$ cat config.mk
export PLATFORM = sky130hd
export DESIGN_NAME = multicycle_control
export DESIGN_NICKNAME = d
export VERILOG_FILES = /design/src/rtl/multicycle_control.sv
export SDC_FILE = /design/constraint.sdc
export NUM_CORES = 1
export LEC_CHECK = 0
export BUFFER_PORTS_ARGS = -buffer_cell sky130_fd_sc_hd__clkbuf_2
export CAP_MARGIN = 20
export CORE_ASPECT_RATIO = 1.1
export CORE_UTILIZATION = 45
export DETAILED_ROUTE_END_ITERATION = 10
export PLACE_DENSITY = 0.77
export SLEW_MARGIN = 25
export SYNTH_ARGS = -nofsm -noshare
export SYNTH_HDL_FRONTEND = slang
export SYNTH_SLANG_ARGS = --single-unit
$ cat constraint.sdc
create_clock -name clk -period 5.7 [get_ports clk]
set_input_delay 0.285 -clock clk [delete_from_list [all_inputs] [get_ports clk]]
set_output_delay 0.285 -clock clk [all_outputs]
set_load 0.1 [all_outputs]
$ cat src/rtl/multicycle_control.sv
// Multi-cycle MIPS control FSM: sequences fetch/decode/execute/memory/writeback,
// with memory handshake, global stall, illegal-opcode trap and retirement counter.
module multicycle_control #(
    parameter bit SUPPORT_ORI = 1'b1,
    parameter bit TRAP_HALT   = 1'b1,
    parameter int CNT_W       = 32
) (
    input  logic             clk,
    input  logic             rst,
    input  logic [5:0]       opcode,
    input  logic             mem_ready,
    input  logic             stall,
    output logic             pc_write,
    output logic             pc_write_cond_eq,
    output logic             pc_write_cond_ne,
    output logic             iord,
    output logic             mem_read,
    output logic             mem_write,
    output logic             ir_write,
    output logic             mem_to_reg,
    output logic             reg_dst,
    output logic             reg_write,
    output logic             alu_src_a,
    output logic [1:0]       alu_src_b,
    output logic [1:0]       aluop,
    output logic [1:0]       pc_source,
    output logic             illegal,
    output logic [3:0]       state_out,
    output logic [CNT_W-1:0] instr_count
);

    typedef enum logic [3:0] {
        S_FETCH  = 4'd0,  S_DECODE = 4'd1,  S_MEMADR = 4'd2,  S_MEMRD = 4'd3,
        S_MEMWB  = 4'd4,  S_MEMWR  = 4'd5,  S_EXEC   = 4'd6,  S_ALUWB = 4'd7,
        S_IEXEC  = 4'd8,  S_IWB    = 4'd9,  S_BRANCH = 4'd10, S_JUMP  = 4'd11,
        S_TRAP   = 4'd12
    } state_t;

    localparam logic [5:0] OP_RTYPE = 6'b000000;
    localparam logic [5:0] OP_LW    = 6'b100011;
    localparam logic [5:0] OP_SW    = 6'b101011;
    localparam logic [5:0] OP_ADDI  = 6'b001000;
    localparam logic [5:0] OP_ORI   = 6'b001101;
    localparam logic [5:0] OP_BEQ   = 6'b000100;
    localparam logic [5:0] OP_BNE   = 6'b000101;
    localparam logic [5:0] OP_J     = 6'b000010;

    typedef struct packed {
        logic       pc_write;
        logic       cond_eq;
        logic       cond_ne;
        logic       iord;
        logic       mem_read;
        logic       mem_write;
        logic       ir_write;
        logic       mem_to_reg;
        logic       reg_dst;
        logic       reg_write;
        logic       src_a;
        logic [1:0] src_b;
        logic [1:0] aluop;
        logic [1:0] pc_source;
    } ctrl_t;

    state_t           state, next_state;
    logic [5:0]       op_q;
    logic             illegal_q;
    logic [CNT_W-1:0] count_q;
    logic             retire;
    ctrl_t            c;

    always_ff @(posedge clk) begin
        if (rst) begin
            state     <= S_FETCH;
            op_q      <= '0;
            illegal_q <= 1'b0;
            count_q   <= '0;
        end else if (!stall) begin
            state <= next_state;
            if (state == S_DECODE) op_q <= opcode;
            if (next_state == S_TRAP) illegal_q <= 1'b1;
            if (retire) count_q <= count_q + CNT_W'(1);
        end
    end

    always_comb begin
        next_state = state;
        retire     = 1'b0;
        c          = '0;
        case (state)
            S_FETCH: begin
                c.mem_read = 1'b1;
                c.src_b    = 2'b01;
                if (mem_ready) begin
                    c.ir_write = 1'b1;
                    c.pc_write = 1'b1;
                    next_state = S_DECODE;
                end
            end
            S_DECODE: begin
                c.src_b = 2'b11;
                case (opcode)
                    OP_LW, OP_SW:   next_state = S_MEMADR;
                    OP_RTYPE:       next_state = S_EXEC;
                    OP_ADDI:        next_state = S_IEXEC;
                    OP_ORI:         next_state = SUPPORT_ORI ? S_IEXEC : S_TRAP;
                    OP_BEQ, OP_BNE: next_state = S_BRANCH;
                    OP_J:           next_state = S_JUMP;
                    default:        next_state = S_TRAP;
                endcase
            end
            S_MEMADR: begin
                c.src_a    = 1'b1;
                c.src_b    = 2'b10;
                next_state = (op_q == OP_LW) ? S_MEMRD : S_MEMWR;
            end
            S_MEMRD: begin
                c.iord     = 1'b1;
                c.mem_read = 1'b1;
                if (mem_ready) next_state = S_MEMWB;
            end
            S_MEMWB: begin
                c.mem_to_reg = 1'b1;
                c.reg_write  = 1'b1;
                next_state   = S_FETCH;
                retire       = 1'b1;
            end
            S_MEMWR: begin
                c.iord      = 1'b1;
                c.mem_write = 1'b1;
                if (mem_ready) begin
                    next_state = S_FETCH;
                    retire     = 1'b1;
                end
            end
            S_EXEC: begin
                c.src_a    = 1'b1;
                c.aluop    = 2'b10;
                next_state = S_ALUWB;
            end
            S_ALUWB: begin
                c.reg_dst   = 1'b1;
                c.reg_write = 1'b1;
                next_state  = S_FETCH;
                retire      = 1'b1;
            end
            S_IEXEC: begin
                c.src_a    = 1'b1;
                c.src_b    = 2'b10;
                c.aluop    = (SUPPORT_ORI && op_q == OP_ORI) ? 2'b11 : 2'b00;
                next_state = S_IWB;
            end
            S_IWB: begin
                c.reg_write = 1'b1;
                next_state  = S_FETCH;
                retire      = 1'b1;
            end
            S_BRANCH: begin
                c.src_a     = 1'b1;
                c.aluop     = 2'b01;
                c.pc_source = 2'b01;
                c.cond_eq   = (op_q == OP_BEQ);
                c.cond_ne   = (op_q == OP_BNE);
                next_state  = S_FETCH;
                retire      = 1'b1;
            end
            S_JUMP: begin
                c.pc_write  = 1'b1;
                c.pc_source = 2'b10;
                next_state  = S_FETCH;
                retire      = 1'b1;
            end
            S_TRAP:  next_state = TRAP_HALT ? S_TRAP : S_FETCH;
            default: next_state = S_FETCH;
        endcase
    end

    // Strobes are killed by stall; selects and mem_read only by reset.
    logic live, strobe_ok;
    assign live      = !rst;
    assign strobe_ok = !rst && !stall;

    assign pc_write         = strobe_ok && c.pc_write;
    assign pc_write_cond_eq = strobe_ok && c.cond_eq;
    assign pc_write_cond_ne = strobe_ok && c.cond_ne;
    assign ir_write         = strobe_ok && c.ir_write;
    assign reg_write        = strobe_ok && c.reg_write;
    assign mem_write        = strobe_ok && c.mem_write;
    assign mem_read         = live && c.mem_read;
    assign iord             = live && c.iord;
    assign mem_to_reg       = live && c.mem_to_reg;
    assign reg_dst          = live && c.reg_dst;
    assign alu_src_a        = live && c.src_a;
    assign alu_src_b        = live ? c.src_b : 2'b00;
    assign aluop            = live ? c.aluop : 2'b00;
    assign pc_source        = live ? c.pc_source : 2'b00;
    assign illegal          = live && illegal_q;
    assign state_out        = live ? state : 4'd0;
    assign instr_count      = live ? count_q : '0;

endmodule

==> impl_results.html <==
<table>
<tr><th>Metric</th><th>Value</th></tr>
<tr><th colspan="2">STA</th></tr>
<tr><td>Smallest setup slack after layout</td><td>2746 ps</td></tr>
<tr><td>Tcrit/Tclk final</td><td>51.83%</td></tr>
<tr><td>Aggregate negative setup slack</td><td>0 ps</td></tr>
<tr><td>Unrepaired setup endpoints after global routing</td><td>false</td></tr>
<tr><td>Max transition margin</td><td>48.36%</td></tr>
<tr><td>Fmax</td><td>338.5 MHz</td></tr>
<tr><td>Final Hold Viols</td><td>0</td></tr>
<tr><td>Max Transition Viols Final</td><td>0</td></tr>
<tr><td>Final setup skew</td><td>2.340 ps</td></tr>
<tr><td>Slew @ Worst Pin</td><td>772.3 ps</td></tr>
<tr><td>Final critical-path required period</td><td>2954 ps</td></tr>
<tr><td>Number of setup violations in the final report</td><td>0</td></tr>
<tr><th colspan="2">Clock tree</th></tr>
<tr><td>Resize count post-CTS</td><td>0</td></tr>
<tr><td>Number of buffers added for setup after CTS</td><td>0</td></tr>
<tr><td>Cell at the root of the clock tree</td><td>sky130_fd_sc_hd__clkbuf_8</td></tr>
<tr><td>H-tree level count</td><td>2</td></tr>
<tr><td>CTS tree</td><td>built</td></tr>
<tr><td>Hold bufs inserted after CTS</td><td>0</td></tr>
<tr><td>Clock latency on the worst-skew pair</td><td>290 ps</td></tr>
<tr><td>Clk slew on worst S/H paths</td><td>80 ps</td></tr>
<tr><td>Number of buffers inserted during clock tree synthesis</td><td>5</td></tr>
<tr><td>Clock tree buffer depth</td><td>2</td></tr>
<tr><td>Clock Sink Count</td><td>43</td></tr>
<tr><th colspan="2">Worst setup path</th></tr>
<tr><td>CP max FO</td><td>3</td></tr>
<tr><td>Arrival time at the worst endpoint</td><td>2670 ps</td></tr>
<tr><td>Critical-path cell list</td><td>or4b_2, nor4_1, nand3_1, a2111oi_1, clkbuf_2</td></tr>
<tr><td>Startpoint class of the critical path</td><td>register</td></tr>
<tr><td>Worst path max stage delay</td><td>700 ps</td></tr>
<tr><td>CP required</td><td>5410 ps</td></tr>
<tr><td>Depth of the most critical reg-to-reg path</td><td>5</td></tr>
<tr><td>Type of the worst setup path</td><td>reg -&gt; out</td></tr>
<tr><td>Master of the slowest instance on the critical path</td><td>sky130_fd_sc_hd__or4b_2</td></tr>
<tr><td>Setup crit end kind</td><td>output pin</td></tr>
<tr><th colspan="2">Die</th></tr>
<tr><td>Die height</td><td>84.37 um</td></tr>
<tr><td>Area enclosed by the die boundary</td><td>0.006486 sq mm</td></tr>
<tr><td># rows</td><td>29</td></tr>
<tr><td>Overall die width</td><td>76.88 um</td></tr>
<tr><td>Starting density of the core</td><td>47.50%</td></tr>
<tr><td>Core Region</td><td>0.005842 sq mm</td></tr>
<tr><td>Ports</td><td>64</td></tr>
<tr><th colspan="2">Route</th></tr>
<tr><td>Final routed wirelength across all metal layers</td><td>6142 um</td></tr>
<tr><td>Routed via count divided by cell count</td><td>5.501</td></tr>
<tr><td>Number of routed nets with antenna violations</td><td>0</td></tr>
<tr><td>Drt first pass iters</td><td>4</td></tr>
<tr><td>Highest routed metal layer</td><td>met4</td></tr>
<tr><td>Metal3 WL</td><td>259 um</td></tr>
<tr><td>Wire length per cell after detailed routing</td><td>12.93 um</td></tr>
<tr><td>Met1 Routed Length</td><td>2704 um</td></tr>
<tr><td>Met2 Routed Length</td><td>3060 um</td></tr>
<tr><td>Via count of the routed design</td><td>2613</td></tr>
<tr><td>Number of DRC markers in iteration 0</td><td>158</td></tr>
<tr><td>Number of remaining DRC errors</td><td>0</td></tr>
<tr><th colspan="2">Logic synthesis</th></tr>
<tr><td>Netlist area before placement</td><td>0.002775 sq mm</td></tr>
<tr><td>Sequential share of the synthesized area</td><td>31.02%</td></tr>
<tr><td>Syn. warnings</td><td>0</td></tr>
<tr><td>Synthesized netlist cell count</td><td>353</td></tr>
<tr><td>Top-count cell post-synth</td><td>sky130_fd_sc_hd__nor2_1</td></tr>
<tr><td>Number of synthesized flops with an enable pin</td><td>0</td></tr>
<tr><td>FFs w/ async S/R, synth</td><td>0%</td></tr>
<tr><td>Top cells by area in the synthesized netlist</td><td>sky130_fd_sc_hd__dfxtp_1, sky130_fd_sc_hd__nor2b_1, sky130_fd_sc_hd__nor2_1</td></tr>
<tr><td>Commonest cells in the synthesized netlist</td><td>sky130_fd_sc_hd__nor2_1, sky130_fd_sc_hd__dfxtp_1, sky130_fd_sc_hd__nor2b_1</td></tr>
<tr><td>Syn avg cell area</td><td>7.862 sq um</td></tr>
<tr><td>Synthesized flop and latch total</td><td>43</td></tr>
<tr><td>Mapped Nets</td><td>364</td></tr>
<tr><td>Primary flip-flop cell chosen by synthesis mapping</td><td>sky130_fd_sc_hd__dfxtp_1</td></tr>
<tr><td>Fraction of synthesized cell area taken by the top area cell type</td><td>31.02%</td></tr>
<tr><td>Top cell type by total area after synthesis</td><td>sky130_fd_sc_hd__dfxtp_1</td></tr>
<tr><td>Distinct cell type count of the synthesized netlist</td><td>52</td></tr>
<tr><th colspan="2">Global route</th></tr>
<tr><td>Grt ovf</td><td>0</td></tr>
<tr><td>First-pass GRT wire length</td><td>10320 um</td></tr>
<tr><td>Initial antenna violation count</td><td>0</td></tr>
<tr><td>Combined global-route utilization of all metal layers</td><td>19.14%</td></tr>
<tr><td>Largest net degree at the start of global routing</td><td>48</td></tr>
<tr><td>Via count of the first global-routing pass</td><td>2341</td></tr>
<tr><th colspan="2">Finish</th></tr>
<tr><td>Area Overhead vs Synth</td><td>13.35%</td></tr>
<tr><td>Ratio of cells with drive above 1 in the final layout</td><td>22.86%</td></tr>
<tr><td>Total number of nets in the final design</td><td>408</td></tr>
<tr><td>Final antenna diode count</td><td>0</td></tr>
<tr><th colspan="2">Place</th></tr>
<tr><td>Input/output buffers</td><td>63</td></tr>
<tr><td>Routability congestion estimate from global placement</td><td>0.8304</td></tr>
<tr><td>Sum of net half-perimeters after detailed placement</td><td>4475 um</td></tr>
<tr><td>Worst Setup Slack post-DPL</td><td>3081 ps</td></tr>
<tr><th colspan="2">Pwr</th></tr>
<tr><td>Power density over cell area</td><td>194.1 mW/mm^2</td></tr>
<tr><td>Highest ir drop seen on vdd</td><td>0.1041 mV</td></tr>
<tr><td>Static leakage</td><td>1.211 nW</td></tr>
<tr><th colspan="2">Hold path</th></tr>
<tr><td>Hold Path Class</td><td>in -&gt; reg</td></tr>
<tr><td>Depth of the worst hold-timing path</td><td>3</td></tr>
<tr><th colspan="2">Job</th></tr>
<tr><td>Max Cap Viol</td><td>0</td></tr>
<tr><th colspan="2">Outcome</th></tr>
<tr><td>Result of the run</td><td>complete, no violations</td></tr>
</table>
## path summary, 6_finish.rpt
kind | slack, ps | start | to
min reg2reg | 490 | op_q[4] | op_q[4]
max reg2reg | 3140 | state[2] | count_q[23]
max | 2750 | op_q[5] | aluop[0]
min | 280 | opcode[4] | op_q[4]
## cells in the final DEF (no fill, tap or decap), drive strengths merged, types with 3 or more instances in the layout
cell / Yosys / layout
clkbuf: 18 / 69
nor2: 52 / 52
dfxtp: 43 / 43
nor2b: 37 / 37
nand2: 23 / 23
xnor2: 21 / 21
nor4: 18 / 18
nand3: 16 / 16
nor3: 15 / 15
o21ai: 15 / 15
mux2: 12 / 12
a21oi: 10 / 10
nand4: 10 / 10
nand2b: 9 / 9
inv: 6 / 6
and4: 4 / 4
a31oi: 3 / 3
## flip-flops by register name, summed over array words and instances (netlist names)
signal     cells
count_q       32
state          4
illegal_q      1
op_q           6
## through the flow
step	power, mW	instances	hold WS (ps)	utilization (%)	instance area (sq um)
2_1_floorplan	0.4107	353	421.0	-	2776
3_3_place_gp	0.4269	467	471.6	52.39	3060
3_5_place_dp	0.4288	467	478.7	52.39	3060
4_1_cts	0.6181	475	267.2	53.84	3146
5_1_grt	0.6365	475	286.9	53.84	3146
6_report	0.6106	475	280.2	53.84	3146
## per-layer routing
layer,vias to the layer above,track usage [%]
met5,-,0
met4,0,7.517
met3,12,3.261
met2,63,34.17
met1,1207,22.63
li1,1331,-
## final cells by class
class / instances / area (sq um)
clock buffers: 6 / 72.57
clock inverters: 2 / 12.51
fillers: 574 / 2696
inverters: 6 / 22.52
multi-input cells: 277 / 1758
flip-flops and latches: 43 / 860.8
well taps: 77 / 96.34
repair buffers: 64 / 322.8
## critical path: cells and delay by family, from the launching register on
kind / cells / cell delay [ps]
AOI/OAI and AO/OA: 1 / 450
buffers and inverters: 1 / 530
DFF: 1 / 320
and+or+nand+nor: 3 / 1080
## where the power goes
group / switching (mW) / leakage, nW / internal, mW / total, mW
Sequential: 0.0113 / 0.347 / 0.304 / 0.315
Clock: 0.102 / 0.0412 / 0.0857 / 0.188
Combinational: 0.0824 / 0.823 / 0.0252 / 0.108
## cell families after synthesis
kind of cell / after synthesis / share of synthesized area (%)
AO/OA/AOI/OAI: 47 / 11.54
XOR/XNOR: 21 / 6.628
adder cells (fa/ha/maj): 1 / 0.4508
buffers and inverters: 33 / 5.680
flip-flops: 43 / 31.02
multiplexers: 12 / 4.869
AND/OR/NAND/NOR: 196 / 39.81
No activity file was read; power rests on OpenSTA's default activity.
